[config.mk]
export PLATFORM = sky130hd
export DESIGN_NAME = free_reg_list
export DESIGN_NICKNAME = d
export VERILOG_FILES = /design/src/rtl/free_reg_list_pkg.sv /design/src/rtl/free_list_fifo.sv /design/src/rtl/free_reg_list.sv
export SDC_FILE = /design/constraint.sdc
export NUM_CORES = 1
export LEC_CHECK = 0
export BUFFER_PORTS_ARGS = -buffer_cell sky130_fd_sc_hd__buf_4
export CAP_MARGIN = 0
export CORE_MARGIN = 2
export CORE_UTILIZATION = 65
export DETAILED_ROUTE_END_ITERATION = 6
export PLACE_DENSITY = 0.95
export SLEW_MARGIN = 5
export SYNTH_ARGS = -nofsm -noshare
export SYNTH_HDL_FRONTEND = slang
export SYNTH_SLANG_ARGS = --single-unit
[constraint.sdc]
create_clock -name clk -period 6.3 [get_ports clk]
set_input_delay 0.315 -clock clk [delete_from_list [all_inputs] [get_ports clk]]
set_output_delay 0.315 -clock clk [all_outputs]
set_load 0.1 [all_outputs]
[src/rtl/free_reg_list_pkg.sv]
// Shared defaults for the rename-stage register free lists and the pointer/address types
// that checkpoint logic uses to capture and restore free-list read pointers.
package free_reg_list_pkg;

  localparam int unsigned NUM_D_REG_DEF = 32;
  localparam int unsigned NUM_L_D_DEF   = 16;
  localparam int unsigned NUM_S_REG_DEF = 16;
  localparam int unsigned NUM_L_S_DEF   = 8;

  localparam int unsigned D_CAP_DEF = NUM_D_REG_DEF - NUM_L_D_DEF;
  localparam int unsigned S_CAP_DEF = NUM_S_REG_DEF - NUM_L_S_DEF;

  // Pointer width: index bits plus one lap bit.
  function automatic int unsigned ptr_w(input int unsigned cap);
    return $clog2(cap) + 1;
  endfunction

  typedef logic [$clog2(NUM_D_REG_DEF)-1:0] d_addr_t;
  typedef logic [$clog2(NUM_S_REG_DEF)-1:0] s_addr_t;
  typedef logic [ptr_w(D_CAP_DEF)-1:0]      d_ptr_t;
  typedef logic [ptr_w(S_CAP_DEF)-1:0]      s_ptr_t;

endpackage

[src/rtl/free_list_fifo.sv]
// Circular free list for one register class; head is the allocation side, tail the
// commit-side release. Pointers carry a lap bit so full and empty are distinguishable.
module free_list_fifo
  import free_reg_list_pkg::*;
#(
  parameter int unsigned CAP    = 16,
  parameter int unsigned ADDR_W = 5,
  parameter int unsigned BASE   = 16
) (
  input  logic                   clk,
  input  logic                   n_rst,
  input  logic                   alloc_i,
  input  logic                   ret_i,
  input  logic [ADDR_W-1:0]      ret_addr_i,
  input  logic                   restore_i,
  input  logic [ptr_w(CAP)-1:0]  restore_head_i,
  output logic [ADDR_W-1:0]      head_addr_o,
  output logic                   empty_o,
  output logic [ptr_w(CAP)-1:0]  head_o
);

  localparam int unsigned PW = ptr_w(CAP);
  localparam int unsigned IW = PW - 1;

  logic [PW-1:0]     head_q, head_d;
  logic [PW-1:0]     tail_q, tail_d;
  logic [PW-1:0]     count;
  logic              full;
  logic              ret_ok;
  logic [ADDR_W-1:0] entries_q [CAP];

  assign count       = tail_q - head_q;
  assign empty_o     = (count == '0);
  assign full        = (count == PW'(CAP));
  assign ret_ok      = ret_i && !full;
  assign head_addr_o = entries_q[head_q[IW-1:0]];
  assign head_o      = head_q;

  // Restore overrides alloc; entries skipped by the restore are still intact in storage.
  always_comb begin
    head_d = head_q;
    if (restore_i) begin
      head_d = restore_head_i;
    end else if (alloc_i && !empty_o) begin
      head_d = head_q + PW'(1);
    end
  end

  always_comb begin
    tail_d = tail_q;
    if (ret_ok) begin
      tail_d = tail_q + PW'(1);
    end
  end

  always_ff @(posedge clk or negedge n_rst) begin
    if (!n_rst) begin
      head_q <= '0;
      tail_q <= PW'(CAP);
      for (int unsigned i = 0; i < CAP; i++) begin
        entries_q[i] <= ADDR_W'(BASE + i);
      end
    end else begin
      head_q <= head_d;
      tail_q <= tail_d;
      if (ret_ok) begin
        entries_q[tail_q[IW-1:0]] <= ret_addr_i;
      end
    end
  end

  // A release into a full list means the reorder buffer returned a register twice.
  no_return_when_full_a : assert property (@(posedge clk) disable iff (!n_rst) !(ret_i && full));

endmodule

[src/rtl/free_reg_list.sv]
// Physical register free lists for the rename stage: one for data registers, one for
// status registers, each an independent circular queue with checkpointable read pointer.
module free_reg_list
  import free_reg_list_pkg::*;
#(
  parameter int unsigned NUM_D_REG = NUM_D_REG_DEF,
  parameter int unsigned NUM_L_D   = NUM_L_D_DEF,
  parameter int unsigned NUM_S_REG = NUM_S_REG_DEF,
  parameter int unsigned NUM_L_S   = NUM_L_S_DEF
) (
  input  logic                                 clk,
  input  logic                                 n_rst,
  input  logic                                 alloc_r,
  input  logic                                 alloc_s,
  output logic [$clog2(NUM_D_REG)-1:0]         rw_addr,
  output logic [$clog2(NUM_S_REG)-1:0]         rs_addr,
  output logic                                 r_empty,
  output logic                                 s_empty,
  input  logic                                 return_r,
  input  logic [$clog2(NUM_D_REG)-1:0]         r_addr,
  input  logic                                 return_s,
  input  logic [$clog2(NUM_S_REG)-1:0]         s_addr,
  output logic [$clog2(NUM_D_REG-NUM_L_D):0]   r_head,
  output logic [$clog2(NUM_S_REG-NUM_L_S):0]   s_head,
  input  logic                                 restore,
  input  logic [$clog2(NUM_D_REG-NUM_L_D):0]   restore_r_head,
  input  logic [$clog2(NUM_S_REG-NUM_L_S):0]   restore_s_head
);

  localparam int unsigned D_CAP = NUM_D_REG - NUM_L_D;
  localparam int unsigned S_CAP = NUM_S_REG - NUM_L_S;

  free_list_fifo #(
    .CAP    (D_CAP),
    .ADDR_W ($clog2(NUM_D_REG)),
    .BASE   (NUM_L_D)
  ) u_data_list (
    .clk            (clk),
    .n_rst          (n_rst),
    .alloc_i        (alloc_r),
    .ret_i          (return_r),
    .ret_addr_i     (r_addr),
    .restore_i      (restore),
    .restore_head_i (restore_r_head),
    .head_addr_o    (rw_addr),
    .empty_o        (r_empty),
    .head_o         (r_head)
  );

  free_list_fifo #(
    .CAP    (S_CAP),
    .ADDR_W ($clog2(NUM_S_REG)),
    .BASE   (NUM_L_S)
  ) u_status_list (
    .clk            (clk),
    .n_rst          (n_rst),
    .alloc_i        (alloc_s),
    .ret_i          (return_s),
    .ret_addr_i     (s_addr),
    .restore_i      (restore),
    .restore_head_i (restore_s_head),
    .head_addr_o    (rs_addr),
    .empty_o        (s_empty),
    .head_o         (s_head)
  );

endmodule

==> results of run 1 <==
==> routing by layer <==
| layer | routed length, um | vias to the layer above | part of all wire, % |
|---|---|---|---|
| li1 | - | 1868 | - |
| met1 | 6650 | 2331 | 40 |
| met2 | 8000 | 241 | 48 |
| met3 | 1260 | 54 | 7.6 |
| met4 | 614 | 0 | 3.7 |
| met5 | 0 | - | 0 |
==> registers in the layout, summed over array words and instances, names as in the netlist <==
signal,cells
u_data_list.entries_q,80
u_status_list.entries_q,32
u_data_list.head_o,5
u_data_list.tail_q,5
u_status_list.head_o,4
u_status_list.tail_q,4
==> final cells by class <==
cell class | count | area (um2) | share of cell area (%)
Sequential cell | 130 | 3340 | 43.8
Multi-Input combinational cell | 318 | 3140 | 41.1
Clock buffer | 21 | 429 | 5.62
Timing Repair Buffer | 51 | 395 | 5.18
Tap cell | 136 | 170 | 2.23
Clock inverter | 11 | 114 | 1.49
Inverter | 12 | 45.0 | 0.590
==> per-stage QoR <==
step	total power [mW]	setup slack, ps
final	4.52	2480
after global routing	4.70	2320
after CTS	4.50	2540
after detailed placement	3.52	2830
after global placement	3.39	2990
after floorplan	3.08	1710
==> logic make-up (layout without fill, tap and decap cells) <==
family,Yosys count,in the layout
multiplexers,145,145
flip-flops,130,130
XOR/XNOR,17,17
AND/OR/NAND/NOR,106,106
adder cells (fa/ha/maj),14,14
buffers and inverters,39,95
AO/OA/AOI/OAI,36,36
==> synthesized netlist by cell type (9+ instances only) <==
cell type	number	area share, %
clkbuf_1	14	0.79
o21ai_0	10	0.75
dfstp_2	70	27
xnor2_1	11	1.4
mux4_2	28	9.4
nand2_1	42	2.4
dfrtp_1	60	22
nand3_1	16	1.2
and3_1	9	0.84
mux2_2	110	19
inv_1	11	0.62
ha_1	14	2.6
==> worst paths after layout <==
kind	endpoint	cells after the start	start
min reg2reg	u_status_list.entries_q[18]$_DFFE_PN0P_	1	u_status_list.entries_q[18]$_DFFE_PN0P_
max reg2reg	u_data_list.entries_q[62]$_DFFE_PN0P_	8	u_data_list.head_o[2]$_DFFE_PN0P_
max in group asynchronous	u_data_list.entries_q[35]$_DFFE_PN0P_	3	n_rst
min	u_data_list.head_o[1]$_DFFE_PN0P_	2	restore_r_head[1]
min in group asynchronous	u_data_list.entries_q[77]$_DFFE_PN0P_	2	n_rst
max	r_empty	8	u_data_list.head_o[2]$_DFFE_PN0P_
==> repair_timing <==
item	4_1_cts	5_1_grt
hold buffers	5	0
hold endpoints to repair	25	0
gates resized for setup	0	0
setup buffers	0	0
setup endpoints to repair	0	0
==> power by group <==
group / switching [mW] / internal [mW] / total, mW
registers: 0.347 / 1.39 / 1.74
logic: 1.06 / 0.815 / 1.88
clock network: 0.354 / 0.558 / 0.912
==> cell usage in the layout, fill, tap and decap left out, types with 10 or more instances in the layout <==
master     netlist  layout
buf_4            0      46
mux2_2         110     110
mux4_2          28      28
inv_1           11      11
nand3_1         16      16
dfrtp_1         60      60
xnor2_1         11      11
o21ai_0         10      10
dfstp_2         70      70
clkbuf_16        0      16
ha_1            14      14
nand2_1         42      42
==> metrics, run 1 <==
first-pass GRT wire length 26300 um; row cnt 37; Routed WL 16500 um; global route overflow 0; Global Route met2 Usage 49.0%; Placed Area 7040 um2; Initial DRT Pass Iterations 6; number of synthesized register bits 130; Util after Layout 75.3%; vias in the first global route 4697; CP top delay family flip-flops; Wirelength per Cell 24.3 um; DRC 0; EDFF count, synth 0; Crit-path slowest cell dfrtp_1; WP buf/inv 2; status complete, no violations; Layout Cells excl Fill 679; Critical Path RT 5980 ps; Rel. slew slack 32.2%; Critical Path AT 3510 ps; H-tree Lvls 4; syn nets 526; port bufs 44; Area growth, synth to finish 14.1%; Worst setup EP type output pin; TNS Setup 0 ps; initial antenna violation count 0; sequential fraction of the synthesis area 49.9%; startpoint types flop; TritonCTS buffer count 17; M1 GR Usage 41.9%; Post-synth top flop dfstp_2; synth warn 0; Hold Path Class in -> reg; crit-path max FO 19; Die Area 11100 um2; Cell Count Post-Placement 642; fin crit period 3820 ps; largest family of logic cells by synthesized area multiplexers; clock slew at reported path FFs 60 ps; post-synthesis mux area share 29.4%; Post-Synth Simple-Gate Area 8.49%; pwr/cell area 593 nW/um2; CP peak stage delay 840 ps; share of synthesized flip-flops with an asynchronous set or reset 100%; Bufs on Longest Clock Path 2; Antenna diodes 0; largest net degree at the start of global routing 85; share of cells above drive strength 1 56.7%; Clock Skew 11.2 ps; Final Max Slew Viols 0; DR iter-0 viols 450; XOR/XNOR Fraction of Synth Area 2.34%; Die W 105 um; later-pin clock latency in the skew report 540 ps; gr usage total 31.8%; Avg Cell Area, Syn 13.7 um2; CP Cell Sequence clkinv_1 -> ha_1 -> or2_1 -> o22ai_2 -> xor2_2 -> nand2_1 -> a21oi_1 -> buf_4; R2R setup slack 2610 ps; Crit Path Class reg -> out; area of the mapped netlist 6690 um2; Hold Vio Cnt, Final 0; P_leak 3.21 nW; RSZ-0062 raised after global routing false; global route hottest layer met2; Final nets 569; Final Cell Area 7630 um2; Initial Util 66.0%; Synth Instances 487; I/O pin count 45; worst slew pin tran 1020 ps; # clock sinks 130; GRT met3 Usage 9.21%; root buffer cell clkbuf_8; total of max-cap violations 0; fin crit share 60.7%; Via density 6.62; Min Hold Slack 43.8 ps; gpl congestion 0.888; Setup Viol. Count Final 0; hpwl dp 10400 um; post-synthesis adder-cell area fraction 2.62%; Vias 4494; CTS tree done; FILL cells 540; Highest Clock Rate 0.262 GHz; die height 105 um; Synth Area in Compound Gates 4.11%; Max VDD drop 0.519 mV; total core area 10100 um2; Routed Antenna Nets 0; post-synthesis cell type count 56
(Power assumes the default switching activity.)
==> run 2: changes to the inputs <==
--- a/config.mk
+++ b/config.mk
@@ -8,9 +8,9 @@
 export BUFFER_PORTS_ARGS = -buffer_cell sky130_fd_sc_hd__buf_4
 export CAP_MARGIN = 0
 export CORE_MARGIN = 2
-export CORE_UTILIZATION = 65
+export CORE_UTILIZATION = 55
 export DETAILED_ROUTE_END_ITERATION = 6
-export PLACE_DENSITY = 0.95
+export PLACE_DENSITY = 0.87
 export SLEW_MARGIN = 5
 export SYNTH_ARGS = -nofsm -noshare
 export SYNTH_HDL_FRONTEND = slang
==> constraint.sdc (replaced) <==
create_clock -name clk -period 3.4 [get_ports clk]
set_input_delay 0.17 -clock clk [delete_from_list [all_inputs] [get_ports clk]]
set_output_delay 0.17 -clock clk [all_outputs]
set_load 0.1 [all_outputs]
==> run 2 against run 1 <==
  * Cell count increased by 2.7%
  * Clock power increased by 120%
  * Hold slack got worse by 11 ps
  * Non-clock buffer count increased by 7
  * Clock skew decreased by 3.4 ps
  * Routed wire length decreased by 7.3%
  * Highest routed layer unchanged
==> metrics, run 2 (synthesis gave the netlist of run 1 again) <==
Worst Setup SP u_data_list.head_o[2]$_DFFE_PN0P_ (unchanged); row cnt 40 (was 37); crit-path max FO 19 (unchanged); Final nets 576 (was 569); port bufs 44 (unchanged); Rel. slew slack 37.8% (was 32.2%); Initial Util 55.9% (was 66.0%); reg2reg start u_data_list.head_o[2]$_DFFE_PN0P_ (unchanged); P_leak 3.29 nW (was 3.21 nW); Clock Skew 7.84 ps (was 11.2 ps); M1 GR Usage 33.7% (was 41.9%); register with the highest flop count u_data_list.entries_q (unchanged); Max VDD drop 0.689 mV (was 0.519 mV); first-pass GRT wire length 24800 um (was 26300 um); largest registers u_data_list.entries_q (80), u_status_list.entries_q (32) (unchanged); initial antenna violation count 0 (unchanged); FILL cells 761 (was 540); Routed Antenna Nets 0 (unchanged); Crit-path slowest cell a41oi_4 (was dfrtp_1); Critical Path RT 3690 ps (was 5980 ps); DRC 0 (unchanged); Hold Vio Cnt, Final 0 (unchanged); Hold Path Class in -> reg (unchanged); H-tree Lvls 4 (unchanged); commonest non-fill, non-tap cells in the layout mux2_2, dfstp_2, dfrtp_1, buf_4, nand2_1 (unchanged); Initial DRT Pass Iterations 5 (was 6); root buffer cell clkbuf_16 (was clkbuf_8); Highest Clock Rate 0.315 GHz; Die W 114 um (was 105 um); fin crit share 93.2%; worst slew pin tran 933 ps (was 1020 ps); Area growth, synth to finish 17.4% (was 14.1%); Critical Path AT 3460 ps (was 3510 ps); gpl congestion 0.830 (was 0.888); CP peak stage delay 580 ps (was 840 ps); Min Hold Slack 32.4 ps (was 43.8 ps); pwr/cell area 1100 nW/um2 (was 593 nW/um2); hpwl dp 9770 um (was 10400 um); total core area 12000 um2 (was 10100 um2); gr usage total 25.1% (was 31.8%); max reg flops 80 (unchanged); # clock sinks 130 (unchanged); worst hold start restore_s_head[3] (was restore_r_head[1]); DR iter-0 viols 451 (was 450); TritonCTS buffer count 17 (unchanged); Setup Viol. Count Final 0 (unchanged); Vias 4332 (was 4494); RSZ-0062 raised after global routing false (unchanged); largest net degree at the start of global routing 74 (was 85); Bufs on Longest Clock Path 2 (unchanged); Min-Delay Path Depth 3 (was 2); WP depth 8 (unchanged); share of cells above drive strength 1 59.1% (was 56.7%); slack of the critical path 230 ps (was 2480 ps); R2R setup slack 230 ps (was 2610 ps); reg2reg path depth 8 (unchanged); WP buf/inv 1 (was 2); post-cts resize count 0 (unchanged); die height 114 um (was 105 um); vias in the first global route 4616 (was 4697); CTS tree done (unchanged); later-pin clock latency in the skew report 420 ps (was 540 ps); Layout Cells excl Fill 697 (was 679); global route hottest layer met2 (unchanged); CP Cell Sequence clkinv_1 -> ha_1 -> or2_1 -> o22ai_2 -> xor2_2 -> a41oi_4 -> nand3_1 -> mux2_2 (was clkinv_1 -> ha_1 -> or2_1 -> o22ai_2 -> xor2_2 -> nand2_1 -> a21oi_1 -> buf_4); Final Max Slew Viols 0 (unchanged); Routed WL 15300 um (was 16500 um); pre-CTS setup slack 341 ps (was 2830 ps); global route overflow 0 (unchanged); startpoint types flop (unchanged); Crit Path Class reg -> reg (was reg -> out); clock slew at reported path FFs 60 ps (about the same); Wirelength per Cell 22.0 um (was 24.3 um); total of max-cap violations 0 (unchanged); Global Route met2 Usage 40.4% (was 49.0%); commonest non-fill, non-tap cell in the layout mux2_2 (unchanged); Die Area 13100 um2 (was 11100 um2); I/O pin count 45 (unchanged); CP top delay family compound AO/OA/AOI/OAI gates (was flip-flops); Worst setup EP type flop (was output pin); GRT met3 Usage 6.14% (was 9.21%); fin crit period 3170 ps; Cell Count Post-Placement 659 (was 642); Via density 6.22 (was 6.62); Antenna diodes 0 (unchanged); status complete, no violations (unchanged)
## run 2: cell types whose count changed in the layout (fill, tap and decap cells not counted), sizes merged
cell / change
buf: +6
clkinvlp: +2
inv: +1
bufinv: +3
clkbuf: -2
clkinv: -4
dlygate4sd3: +1
## run 2: timing repair
| item | 4_1_cts | 5_1_grt |
|---|---|---|
| setup endpoints to repair | 0 | 0 |
| hold buffers | 6 | 0 |
| setup buffers | 0 | 0 |
| endpoints found under the hold margin | 37 | 0 |
## run 2: path summary, 6_finish.rpt
| path | end |
|---|---|
| max | u_data_list.entries_q[76]$_DFFE_PN0P_ |
| min | u_status_list.head_o[3]$_DFFE_PN0P_ |
| max reg2reg | u_data_list.entries_q[76]$_DFFE_PN0P_ |
| min reg2reg | u_status_list.entries_q[4]$_DFFE_PN0P_ |
| max in group asynchronous | u_data_list.entries_q[24]$_DFFE_PN1P_ |
| min in group asynchronous | u_data_list.entries_q[68]$_DFFE_PN0P_ |
## run 2: report_power, final
part           internal (mW)  switching [mW]
registers               2.57           0.527
logic                   1.54            2.01
clock network           1.32           0.672
total                   5.43            3.21
## run 2: worst register-to-register path, stage by stage (launching register included)
cell and delay, ps:
dfrtp_4 570, clkinv_1 280, ha_1 330, or2_1 250
o22ai_2 140, xor2_2 150, a41oi_4 580, nand3_1 380
mux2_2 370
## run 2: final cells by class
cell class / count / area, um2 / area share (%)
Clock buffer: 19 / 443 / 5.64
Clock inverter: 13 / 208 / 2.64
Inverter: 12 / 45.0 / 0.574
Multi-Input combinational cell: 318 / 3180 / 40.5
Sequential cell: 130 / 3340 / 42.6
Tap cell: 147 / 184 / 2.34
Timing Repair Buffer: 58 / 450 / 5.74
## run 2: layer usage
metal | part of all wire, % | vias to the layer above
met2 | 49 | 161
met5 | 0 | -
met3 | 6.3 | 20
met4 | 1.7 | 0
li1 | - | 1880
met1 | 43 | 2271
## run 2: stage by stage
stage          util [%]  power, mW  cell area (um2)  TNS [ps]
2_1_floorplan         -       5.74             6740     -1.47
3_3_place_gp       59.7       6.35             7140         0
3_5_place_dp       59.7       6.54             7140         0
4_1_cts            65.6       8.64             7850         0
5_1_grt            65.6       9.03             7850         0
6_report           65.6       8.65             7850         0
==> run 3: changes to the inputs <==
--- a/config.mk
+++ b/config.mk
@@ -7,8 +7,10 @@
 export LEC_CHECK = 0
 export BUFFER_PORTS_ARGS = -buffer_cell sky130_fd_sc_hd__buf_4
 export CAP_MARGIN = 0
+export CELL_PAD_IN_SITES_DETAIL_PLACEMENT = 2
+export CELL_PAD_IN_SITES_GLOBAL_PLACEMENT = 2
 export CORE_MARGIN = 2
-export CORE_UTILIZATION = 55
+export CORE_UTILIZATION = 39
 export DETAILED_ROUTE_END_ITERATION = 6
 export PLACE_DENSITY = 0.87
 export SLEW_MARGIN = 5
==> run 3 against run 2 <==
  * Via count up 5.6%
  * Largest power group unchanged
  * Highest routed layer is now met5
  * Sequential share of layout area down 0.65 points
  * Die area up 39%
  * Combinational power up 6.2%
  * Routed wire length up 41%
  * Critical path depth unchanged
  * Register-to-register slack worse by 50 ps
  * Global-route usage up 0.14 points
  * Count of clock-buffer cells in the layout up 7
  * Hold slack better by 16 ps
==> metrics, run 3 (synthesis gave the netlist of run 1 again) <==
register with the highest flop count u_data_list.entries_q (unchanged); Vias 4574 (was 4332); status complete, no violations (unchanged); I/O pin count 45 (unchanged); gpl congestion 0.824 (was 0.830); Via density 5.92 (was 6.22); worst slew pin tran 893 ps (was 933 ps); crit-path max FO 19 (unchanged); Hold Path Class in -> reg (unchanged); Highest Clock Rate 0.311 GHz (was 0.315 GHz); overall power 8.98 mW (was 8.65 mW); Hold Vio Cnt, Final 0 (unchanged); fin crit period 3220 ps (was 3170 ps); Critical Path RT 3720 ps (was 3690 ps); Initial DRT Pass Iterations 4 (was 5); total of max-cap violations 0 (unchanged); CTS tree done (unchanged); Clock Skew 9.14 ps (was 7.84 ps); largest registers u_data_list.entries_q (80), u_status_list.entries_q (32) (unchanged); port bufs 44 (unchanged); Routed WL 21600 um (was 15300 um); die height 135 um (was 114 um); Initial Util 40.1% (was 55.9%); Reg area 3340 um2 (unchanged); initial antenna violation count 1 (was 0); DR iter-0 viols 266 (was 451); global route hottest layer met2 (unchanged); Antenna diodes 0 (unchanged); Critical Path AT 3530 ps (was 3460 ps); Max VDD drop 0.554 mV (was 0.689 mV); clock slew at reported path FFs 60 ps (about the same); Rel. slew slack 40.4% (was 37.8%); DRC 0 (unchanged); area of the multi-input gates 3180 um2 (about the same); Final Cell Area 7970 um2 (was 7850 um2); global route overflow 0 (unchanged); Die Area 18200 um2 (was 13100 um2); first-pass GRT wire length 33300 um (was 24800 um); commonest non-fill, non-tap cell in the layout mux2_2 (unchanged); largest net degree at the start of global routing 68 (was 74); pre-CTS setup slack 134 ps (was 341 ps); Routed Antenna Nets 0 (unchanged); Crit Path Class reg -> reg (unchanged); GRT met3 Usage 6.79% (was 6.14%); pwr/cell area 1130 nW/um2 (was 1100 nW/um2); reg2reg path depth 8 (unchanged); row cnt 47 (was 40); FILL cells 1578 (was 761); slack of the critical path 183 ps (was 230 ps); Wirelength per Cell 27.9 um (was 22.0 um); # clock sinks 130 (unchanged); Final Max Slew Viols 0 (unchanged); Global Route met2 Usage 42.9% (was 40.4%); Die W 135 um (was 114 um); Final nets 579 (was 576); RSZ-0062 raised after global routing false (unchanged); share of cells above drive strength 1 59.1% (about the same); H-tree Lvls 4 (unchanged); gr usage total 25.2% (was 25.1%); Bufs on Longest Clock Path 2 (unchanged); later-pin clock latency in the skew report 440 ps (was 420 ps); TritonCTS buffer count 17 (unchanged); startpoint types flop (unchanged); root buffer cell clkbuf_16 (unchanged); vias in the first global route 5350 (was 4616); P_leak 3.31 nW (was 3.29 nW); Min-Delay Path Depth 2 (was 3); Worst setup EP type flop (unchanged); Setup Viol. Count Final 0 (unchanged); max reg flops 80 (unchanged); Area growth, synth to finish 19.2% (was 17.4%); hpwl dp 13300 um (was 9770 um); Placed Area 7240 um2 (was 7140 um2); total core area 16700 um2 (was 12000 um2); fin crit share 94.6% (was 93.2%); M1 GR Usage 30.5% (was 33.7%); commonest non-fill, non-tap cells in the layout mux2_2, dfstp_2, dfrtp_1, buf_4, nand2_1 (unchanged)
run 3: what timing repair did:
item | 4_1_cts | 5_1_grt
setup buffers | 0 | 1
gates resized for setup | 0 | 1
setup endpoints to repair | 0 | 56
hold endpoints to repair | 28 | 0
hold buffers | 7 | 0
run 3: critical path, cell delays in order, from the launching register on:
cell,delay [ps]
dfrtp_4,580
clkinv_1,340
ha_1,370
or2_1,260
o22ai_2,140
xor2_2,160
a41o_2,370
nor2_1,480
mux2_2,390
run 3: worst paths after layout:
| check | end | slack [ps] | startpoint |
|---|---|---|---|
| worst max-delay path | u_data_list.entries_q[5]$_DFFE_PN0P_ | 180 | u_data_list.head_o[2]$_DFFE_PN0P_ |
| worst min-delay path | u_status_list.entries_q[20]$_DFFE_PN0P_ | 50 | s_addr[0] |
| worst max register to register | u_data_list.entries_q[5]$_DFFE_PN0P_ | 180 | u_data_list.head_o[2]$_DFFE_PN0P_ |
| worst min register to register | u_data_list.entries_q[16]$_DFFE_PN0P_ | 510 | u_data_list.entries_q[16]$_DFFE_PN0P_ |
| max in group asynchronous | u_data_list.entries_q[54]$_DFFE_PN1P_ | 2030 | n_rst |
| min in group asynchronous | u_data_list.entries_q[5]$_DFFE_PN0P_ | 420 | n_rst |
run 3: metal layers:
metal	up-vias	share of wire, %	wire, um
met4	2	3.4	745
met2	172	50	10900
met1	2468	41	8850
met5	-	0.060	13
li1	1876	-	-
met3	56	5.0	1080
run 3: area by class of cell:
type | count | area share (%)
clock buffers | 26 | 6.92
clock inverters | 6 | 1.11
inverters | 12 | 0.565
multi-input cells | 318 | 39.9
flip-flops and latches | 130 | 41.9
well taps | 220 | 3.45
repair buffers | 61 | 6.12
run 3: per-stage QoR:
stage          hold WS, ps  utilization (%)  setup TNS (ps)  std cells
2_1_floorplan         -126                -           -1.47        487
3_3_place_gp           325             43.4               0        733
3_5_place_dp           353             43.4               0        733
4_1_cts               28.1             47.6               0        772
5_1_grt               40.3             47.7               0        773
6_report              48.3             47.7               0        773
run 3: where the power goes:
part           switching [mW]  internal [mW]  leakage (nW)  total (mW)
clock                   0.709           1.27         0.309        1.97
sequential              0.649           2.58          1.46        3.23
combinational            2.22           1.56          1.54        3.78
total                    3.58           5.41          3.31        8.98
